## src/rtl/ads868x_scan_ctrl_if.sv

```systemverilog
// ADC SPI lines and the sample stream of the ADS868x scan controller.
// The master side belongs to the controller; the slave side to the ADC and the downstream consumer.
interface ads868x_scan_ctrl_if #(
  parameter int DATA_W = 16,
  parameter int SEL_W  = 3
);
  logic              spi_cs_n;
  logic              spi_sclk;
  logic              spi_mosi;
  logic              spi_miso;
  logic              m_tvalid;
  logic              m_tready;
  logic [DATA_W-1:0] m_tdata;
  logic [SEL_W-1:0]  m_tuser;
  logic              m_tlast;

  modport master (
    output spi_cs_n, spi_sclk, spi_mosi,
    input  spi_miso,
    output m_tvalid, m_tdata, m_tuser, m_tlast,
    input  m_tready
  );

  modport slave (
    input  spi_cs_n, spi_sclk, spi_mosi,
    output spi_miso,
    input  m_tvalid, m_tdata, m_tuser, m_tlast,
    output m_tready
  );
endinterface

```

## src/rtl/ads868x_scan_ctrl.sv

```systemverilog
// Scans the enabled analog-mux channels and, for each one, settles the mux, runs one ADS868x
// conversion, reads 32 SPI bits and emits a tagged sample on the stream.
module ads868x_scan_ctrl #(
  parameter int NUM_CH     = 8,
  parameter int SEL_W      = 3,
  parameter int DATA_W     = 16,
  parameter int SCLK_DIV   = 4,
  parameter int SETTLE_CYC = 100,
  parameter int CONV_CYC   = 100
) (
  input  logic              clk,
  input  logic              rst,
  input  logic              trig,
  input  logic [NUM_CH-1:0] ch_mask,
  output logic              busy,
  output logic              overrun,
  output logic [SEL_W-1:0]  ch_sel,
  ads868x_scan_ctrl_if.master bus
);

  // One shared counter covers SETTLE and CONV; XFER uses phase/bit counters instead.
  localparam int CNT_MAX = (SETTLE_CYC > CONV_CYC + 2) ? SETTLE_CYC : CONV_CYC + 2;
  localparam int CNT_W   = $clog2(CNT_MAX);
  localparam int PH_W    = $clog2(SCLK_DIV);
  localparam int HALF    = SCLK_DIV / 2;

  typedef enum logic [2:0] {IDLE, SETTLE, CONV, XFER, OUT} state_t;

  state_t            state_q, state_d;
  logic [CNT_W-1:0]  cnt_q, cnt_d;
  logic [PH_W-1:0]   ph_q, ph_d;
  logic [4:0]        bit_q, bit_d;
  logic [NUM_CH-1:0] mask_q, mask_d;
  logic [SEL_W-1:0]  sel_d;
  logic [SEL_W-1:0]  first_sel, next_sel;
  logic              has_next;
  logic [DATA_W-1:0] sh_q;

  // Lowest set bit of the incoming mask, and the next set bit above the current channel.
  always_comb begin
    first_sel = '0;
    next_sel  = '0;
    has_next  = 1'b0;
    for (int i = NUM_CH - 1; i >= 0; i--) begin
      if (ch_mask[i]) first_sel = SEL_W'(i);
      if (mask_q[i] && (i > int'(ch_sel))) begin
        next_sel = SEL_W'(i);
        has_next = 1'b1;
      end
    end
  end

  function automatic logic cs_level(state_t s, logic [CNT_W-1:0] c);
    case (s)
      CONV:    return (c >= CNT_W'(2));
      XFER:    return 1'b0;
      default: return 1'b1;
    endcase
  endfunction

  // NOTE: every combinational output gets a default first, so no path leaves one unassigned
  // and no latch is inferred.
  always_comb begin
    state_d = state_q;
    cnt_d   = cnt_q;
    ph_d    = ph_q;
    bit_d   = bit_q;
    mask_d  = mask_q;
    sel_d   = ch_sel;
    case (state_q)
      IDLE: begin
        if (trig && (|ch_mask)) begin
          state_d = SETTLE;
          cnt_d   = '0;
          mask_d  = ch_mask;
          sel_d   = first_sel;
        end
      end
      SETTLE: begin
        if (cnt_q == CNT_W'(SETTLE_CYC - 1)) begin
          state_d = CONV;
          cnt_d   = '0;
        end else begin
          cnt_d = cnt_q + 1'b1;
        end
      end
      CONV: begin
        if (cnt_q == CNT_W'(CONV_CYC + 1)) begin
          state_d = XFER;
          ph_d    = '0;
          bit_d   = '0;
        end else begin
          cnt_d = cnt_q + 1'b1;
        end
      end
      XFER: begin
        if (ph_q == PH_W'(SCLK_DIV - 1)) begin
          ph_d = '0;
          if (bit_q == 5'd31) state_d = OUT;
          else                bit_d   = bit_q + 1'b1;
        end else begin
          ph_d = ph_q + 1'b1;
        end
      end
      OUT: begin
        // Holding here under backpressure keeps the next conversion from starting.
        if (bus.m_tvalid && bus.m_tready) begin
          if (bus.m_tlast) begin
            state_d = IDLE;
          end else begin
            state_d = SETTLE;
            cnt_d   = '0;
            sel_d   = next_sel;
          end
        end
      end
      default: state_d = IDLE;
    endcase
  end

  // NOTE: sequential state uses non-blocking assignments so every register samples
  // pre-edge values regardless of statement order.
  always_ff @(posedge clk) begin
    if (rst) begin
      state_q      <= IDLE;
      cnt_q        <= '0;
      ph_q         <= '0;
      bit_q        <= '0;
      mask_q       <= '0;
      ch_sel       <= '0;
      sh_q         <= '0;
      busy         <= 1'b0;
      overrun      <= 1'b0;
      bus.spi_cs_n <= 1'b1;
      bus.spi_sclk <= 1'b0;
      bus.m_tvalid <= 1'b0;
      bus.m_tdata  <= '0;
      bus.m_tlast  <= 1'b0;
    end else begin
      state_q      <= state_d;
      cnt_q        <= cnt_d;
      ph_q         <= ph_d;
      bit_q        <= bit_d;
      mask_q       <= mask_d;
      ch_sel       <= sel_d;
      busy         <= (state_d != IDLE);
      overrun      <= trig && (state_q != IDLE);
      // SPI pins are registered from the next state so they change cleanly on the clock edge.
      bus.spi_cs_n <= cs_level(state_d, cnt_d);
      bus.spi_sclk <= (state_d == XFER) && (ph_d >= PH_W'(HALF));
      bus.m_tvalid <= (state_d == OUT);
      if (state_q == XFER && ph_q == PH_W'(HALF) && int'(bit_q) < DATA_W)
        sh_q <= {sh_q[DATA_W-2:0], bus.spi_miso};
      if (state_q == XFER && state_d == OUT) begin
        bus.m_tdata <= sh_q;
        bus.m_tlast <= !has_next;
      end
    end
  end

  assign bus.m_tuser  = ch_sel;
  assign bus.spi_mosi = 1'b0;

endmodule

```

## src/flat_wrapper.sv

```systemverilog
// flat-port wrapper written by rule: the top's interface ports become plain ports
module ads868x_scan_ctrl_flat 
#(
  parameter int NUM_CH     = 8,
  parameter int SEL_W      = 3,
  parameter int DATA_W     = 16,
  parameter int SCLK_DIV   = 4,
  parameter int SETTLE_CYC = 100,
  parameter int CONV_CYC   = 100
)
  (clk, rst, trig, ch_mask, busy, overrun, ch_sel, bus_spi_cs_n, bus_spi_sclk, bus_spi_mosi, bus_spi_miso, bus_m_tvalid, bus_m_tdata, bus_m_tuser, bus_m_tlast, bus_m_tready);
  ads868x_scan_ctrl_if #(.DATA_W(DATA_W), .SEL_W(SEL_W)) bus_i ();
  input  logic clk;
  input  logic rst;
  input  logic trig;
  input  logic [NUM_CH-1:0] ch_mask;
  output logic busy;
  output logic overrun;
  output logic [SEL_W-1:0] ch_sel;
  output wire logic [$bits(bus_i.spi_cs_n)-1:0] bus_spi_cs_n;
  output wire logic [$bits(bus_i.spi_sclk)-1:0] bus_spi_sclk;
  output wire logic [$bits(bus_i.spi_mosi)-1:0] bus_spi_mosi;
  input wire logic [$bits(bus_i.spi_miso)-1:0] bus_spi_miso;
  output wire logic [$bits(bus_i.m_tvalid)-1:0] bus_m_tvalid;
  output wire logic [$bits(bus_i.m_tdata)-1:0] bus_m_tdata;
  output wire logic [$bits(bus_i.m_tuser)-1:0] bus_m_tuser;
  output wire logic [$bits(bus_i.m_tlast)-1:0] bus_m_tlast;
  input wire logic [$bits(bus_i.m_tready)-1:0] bus_m_tready;
  assign bus_spi_cs_n = bus_i.spi_cs_n;
  assign bus_spi_sclk = bus_i.spi_sclk;
  assign bus_spi_mosi = bus_i.spi_mosi;
  assign bus_i.spi_miso = bus_spi_miso;
  assign bus_m_tvalid = bus_i.m_tvalid;
  assign bus_m_tdata = bus_i.m_tdata;
  assign bus_m_tuser = bus_i.m_tuser;
  assign bus_m_tlast = bus_i.m_tlast;
  assign bus_i.m_tready = bus_m_tready;
  ads868x_scan_ctrl #(.NUM_CH(NUM_CH), .SEL_W(SEL_W), .DATA_W(DATA_W), .SCLK_DIV(SCLK_DIV), .SETTLE_CYC(SETTLE_CYC), .CONV_CYC(CONV_CYC)) u_core (.clk(clk), .rst(rst), .trig(trig), .ch_mask(ch_mask), .busy(busy), .overrun(overrun), .ch_sel(ch_sel), .bus(bus_i));
endmodule
```

## config.mk

```make
export PLATFORM = sky130hd
export DESIGN_NAME = ads868x_scan_ctrl_flat
export DESIGN_NICKNAME = d
export VERILOG_FILES = /design/src/rtl/ads868x_scan_ctrl_if.sv /design/src/rtl/ads868x_scan_ctrl.sv /design/src/flat_wrapper.sv
export SDC_FILE = /design/constraint.sdc
export NUM_CORES = 1
export LEC_CHECK = 0
export CORE_UTILIZATION = 40
export CTS_BUF_LIST = sky130_fd_sc_hd__clkbuf_16
export CTS_CLUSTER_DIAMETER = 30
export CTS_CLUSTER_SIZE = 25
export DETAILED_ROUTE_END_ITERATION = 16
export PLACE_DENSITY_LB_ADDON = 0.05
export SYNTH_ARGS = -nofsm -noshare
export SYNTH_HDL_FRONTEND = slang
export SYNTH_SLANG_ARGS = --single-unit
```

## constraint.sdc

```tcl
create_clock -name clk -period 3.6 [get_ports clk]
set_clock_uncertainty 0.1 [all_clocks]
set_input_delay 1.08 -clock clk [delete_from_list [all_inputs] [get_ports clk]]
set_output_delay 1.08 -clock clk [all_outputs]
set_load 0.02 [all_outputs]
```

[Word-level counts from Yosys, hierarchy flattened]
Cells that the tools add are included.
Storage, ports and cells
  register bits after elaboration: 66
  input bits: 13
  output and inout bits: 29
  logic and storage cells: 117
Operators by class
  add/sub/neg operators: 3
  order comparisons: 10
  eq/ne operators: 18
  multiplexer cells: 48
  reduce and logical (&&, ||, !) cells: 24
Operators by type and width (count)
  $mux W3: 24
  $mux W7: 5
  $pmux W7 S4: 1
  $mux W5: 3
  $pmux W3 S5: 1
  $eq A7 B7 Y1 const B: 2
  $logic_and A1 B1 Y1: 14
  $eq A3 B2 Y1 const B: 4
  $gt A3 B3 Y1 const A: 4
  $pmux W5 S2: 1
  $mux W1: 8
  $ne A2 B1 Y1 const B: 4
  $reduce_and A4 Y1: 2
  $reduce_or A8 Y1: 1
  $add A7 B1 Y7 const B: 1
  $ge A7 B2 Y1 const B: 1
  $eq A3 B3 Y1 const B: 2
  $gt A2 B3 Y1 const A: 2
  $pmux W3 S2: 1
  $reduce_bool A3 Y1: 2
  $add A5 B1 Y5 const B: 1
  $eq A5 B5 Y1 const B: 1
  $lt A5 B5 Y1 const B: 1
  $eq A2 B2 Y1 const B: 2
  12 further kinds: 15

[Logic depth before layout (Yosys ltp)]
  depth in word-level cells: 12
  depth in mapped cells: 9
  gate-level depth less buffers: 9

[Worst setup path after synthesis]
No wires, ideal clock.
  path kind: input to register
  start: in ch_mask[4]
  end: reg u_core.busy
  library setup time: 0.127 ns
  data arrival time: 2.826 ns
  required time: 3.373 ns
  slack: 0.547 ns
  cell stages on the path: 6
  path buffers: 0
  cell sequence: or4_1 > o311a_1 > or2_4 > nor3_4 > nor2_2 > or3_1
On the way
  cells in the longest elaborated chain, start to end: 5
RTL lines
  from (decl): line flat_wrapper.sv:16  | input logic [NUM_CH-1:0] ch_mask;
  $reduce_or A8 Y1: line ads868x_scan_ctrl.sv:72  | if (trig && (|ch_mask)) begin
  $logic_and A1 B1 Y1: line ads868x_scan_ctrl.sv:72
  $mux W3: line ads868x_scan_ctrl.sv:72
  $pmux W3 S5: line ads868x_scan_ctrl.sv:70  | case (state_q)
  $reduce_bool A3 Y1: line ads868x_scan_ctrl.sv:146  | busy <= (state_d != IDLE);
  to (signal assigned): line ads868x_scan_ctrl.sv:146
  to (decl): line ads868x_scan_ctrl.sv:15  | output logic busy,
No other way between the ends.
A chain may end at the register's enable or synchronous reset.

[Worst setup path in the final report]
Ends and elaborated chain as after synthesis.

==> flow_summary.ini <==
[logic_synthesis]
postSynthNetCount = 387
synth_common_cells = nand2_1 (79), dfxtp_1 (65), a21oi_1 (49)
synthesis.instances = 368
largest_cells_by_area_after_synthesis = dfxtp_1 (45%), nand2_1 (10%), a21oi_1 (8.4%), nor2_1 (4.2%), ha_1 (2.6%)
synth_async_sr_flop_share = 0
mappedNetlistArea_um2 = 2920
postSynthRegisterBits = 65
yosysSeqAreaShare = 0.446
synth_most_common_cell = nand2_1
yosys.area.top_type_share = 0.446
yosysWarningCount = 0
synth_ff_type = dfxtp_1
postSynthAreaPerCell_um2 = 7.92
synth_area_leader = dfxtp_1
synth_edf_count = 0
number_of_distinct_library_cells_after_synthesis = 52

[clock_tree]
clock_tree.buffer_depth = 2
clockRootBuffer = clkbuf_16
tritoncts.num_buffers = 9
clk_pin_slew_ps = 60
post_cts.resized_instances = 0
number_of_h_tree_levels = 3
tritoncts = yes
clock-sinks = 65
cts_hold_buffers = 0
cts.repair_timing.setup_buffer_count = 0
insertion_delay_ps = 320

[drt]
detail_route.wl_per_cell_um = 12.8
route.detailed.vias_per_inst = 5.12
dr_total_vias = 2599
route.detailed.drc = 0
drt_pass1_iterations = 4
antenna_left = 0
wl_um = 6520
drt_first_iter_violations = 99

[status]
run_status = complete, no violations

[timing]
worst_pin_slew_ps = 665
slew_headroom = 0.556
finalHoldViolations = 0
layout_min_cycle_time_ps = 3230
setup_viol = 0
fin_crit_sh = 0.897
setup_total_negative_slack_ps = 0
grt_setup_unrepaired = false
drv_slew = 0
setup_ws_ps = 369
clock.fmax_mhz = 310

[pwr]
static-leakage-power_nw = 1.31
worst_ir_drop_vdd_mv = 0.334
powerDensity_nw_per_um2 = 498

[worst_setup_path]
cp_cell_sequence = clkdlybuf4s50_1 -> or4_1 -> o311a_1 -> or2_4 -> nor3_4 -> nor2_2 -> or3_1
cp-end-kind = flop
crit_slowest_cell = or4_1
startpoint_type = input port
crit_buf_inv = 1
worst-endpoint-required_ps = 3700
timing.critical_path.arrival_ps = 3340
max_stage_delay_ps = 560
criticalPathCategory = in2reg
max_fanout_on_critical_path = 5
cp_top_family = simple AND/OR/NAND/NOR gates

[placement]
place_worst_setup_slack_ps = 26.4
placed_cells = 492
numPortBuffers = 40
gpl.final_weighted_congestion = 0.817
dpl.hpwl_um = 4420

[job]
max_cap_violations = 0

[die]
placeableCoreArea_um2 = 6910
start_util = 0.422
io-pin-count = 42
chipHeight_um = 87.4
die_area_um2 = 7630
fp.dieW_um = 87.4
fp-row-count = 30

[layout]
design.final.nets = 426
finish.utilization = 0.543
area_growth_syn_to_layout_pct = 28.6
antenna_cells_inserted = 0
finalNonFillerCells = 508
drive_above_1_share = 0.0825

[grt]
global_route.usage.total = 0.186
grt_max_degree = 62
number_of_antenna_violations_at_the_first_check_in_global_routing = 0
via_count_of_the_first_global_routing_pass = 2343
overflow = 0
grt_pass1_wl_um = 11000

[hold_path]
min_path_type = reg2reg
## kinds of logic (layout without fill, tap and decap cells)
family | after synthesis | in the layout | share of synthesized area
flops | 65 | 65 | 0.446
buf+inv | 30 | 74 | 0.0451
other cells | 1 | 1 | 0.00129
mux | 5 | 5 | 0.0172
compound gates | 84 | 84 | 0.172
simple gates | 173 | 173 | 0.281
xor+xnor | 4 | 4 | 0.0120
fa+ha+maj | 6 | 6 | 0.0258
## area by class of cell
| class | count | area, µm² |
|---|---|---|
| Fill cell | 690 | 3160 |
| Multi-Input combinational cell | 273 | 1480 |
| Sequential cell | 65 | 1300 |
| Timing Repair Buffer | 50 | 470 |
| Clock buffer | 9 | 225 |
| Tap cell | 96 | 120 |
| Clock inverter | 7 | 119 |
| Inverter | 8 | 30.0 |
## power by group
part	internal (mW)	leakage (nW)	switching (mW)	total, mW
Sequential	0.732	0.526	0.0158	0.747
Clock	0.675	0.162	0.319	0.995
Combinational	0.0604	0.626	0.0656	0.126
## worst min-delay path, stage by stage (launching register included)
cell     delay (ps)
dfxtp_1         300
nand2_1          50
a21oi_1          50
## cells in the final DEF (no fill, tap or decap), types with 3 or more instances in the layout
master / netlist / routed
nand2_1: 79 / 79
dfxtp_1: 65 / 65
a21oi_1: 49 / 49
clkdlybuf4s50_1: 0 / 39
nor2_1: 33 / 33
nor3_1: 10 / 10
buf_4: 4 / 10
nor2b_1: 9 / 9
nand3_1: 9 / 9
o21ai_0: 9 / 9
clkbuf_16: 0 / 9
inv_1: 8 / 8
ha_1: 6 / 6
nand2b_1: 5 / 5
mux2i_1: 5 / 5
nand3b_1: 3 / 3
nor3b_1: 3 / 3
a31oi_1: 3 / 3
a311oi_1: 3 / 3
or2_2: 3 / 3
or3_1: 3 / 3
bufinv_16: 0 / 3
## layer usage
layer / part of all wire / wire, µm / track usage / vias to the layer above
li1: - / - / - / 1339
met3: 0.039 / 255 / 0.0597 / 4
met5: 0 / 0 / 0 / -
met2: 0.45 / 2910 / 0.289 / 50
met1: 0.51 / 3320 / 0.249 / 1206
met4: 0.0054 / 35 / 0.0447 / 0
## worst paths after layout
kind	startpoint	endpoint	slack, ps	cells after the start
hold reg to reg	u_core.bus.m_tdata[14]$_SDFFE_PP0P_	u_core.bus.m_tdata[14]$_SDFFE_PP0P_	350	2
setup / recovery	ch_mask[4]	u_core.busy$_SDFF_PP0_	370	7
setup reg to reg	u_core.state_q[2]$_SDFF_PP0_	u_core.bus.spi_cs_n$_SDFF_PP1_	1210	7
hold / removal	u_core.bus.m_tdata[14]$_SDFFE_PP0P_	u_core.bus.m_tdata[14]$_SDFFE_PP0P_	350	2
## stage by stage
| step | power [mW] | hold WS, ps | cell area, µm² |
|---|---|---|---|
| finish | 1.87 | 353 | 3750 |
| floorplan | 0.842 | 332 | 2920 |
| CTS | 1.89 | 355 | 3750 |
| global route | 1.94 | 369 | 3750 |
| detailed placement | 0.889 | 346 | 3400 |
| global placement | 0.889 | 345 | 3400 |
## registers in the layout, summed over array words and instances, names as in the netlist, 2 cells and up
| name | cells |
|---|---|
| u_core.state_q | 3 |
| u_core.cnt_q | 7 |
| u_core.bit_q | 5 |
| u_core.mask_q | 7 |
| u_core.bus.m_tuser | 3 |
| u_core.sh_q | 16 |
| u_core.ph_q | 2 |
| u_core.bus.m_tdata | 16 |
No activity file was read; power rests on OpenSTA's default activity.
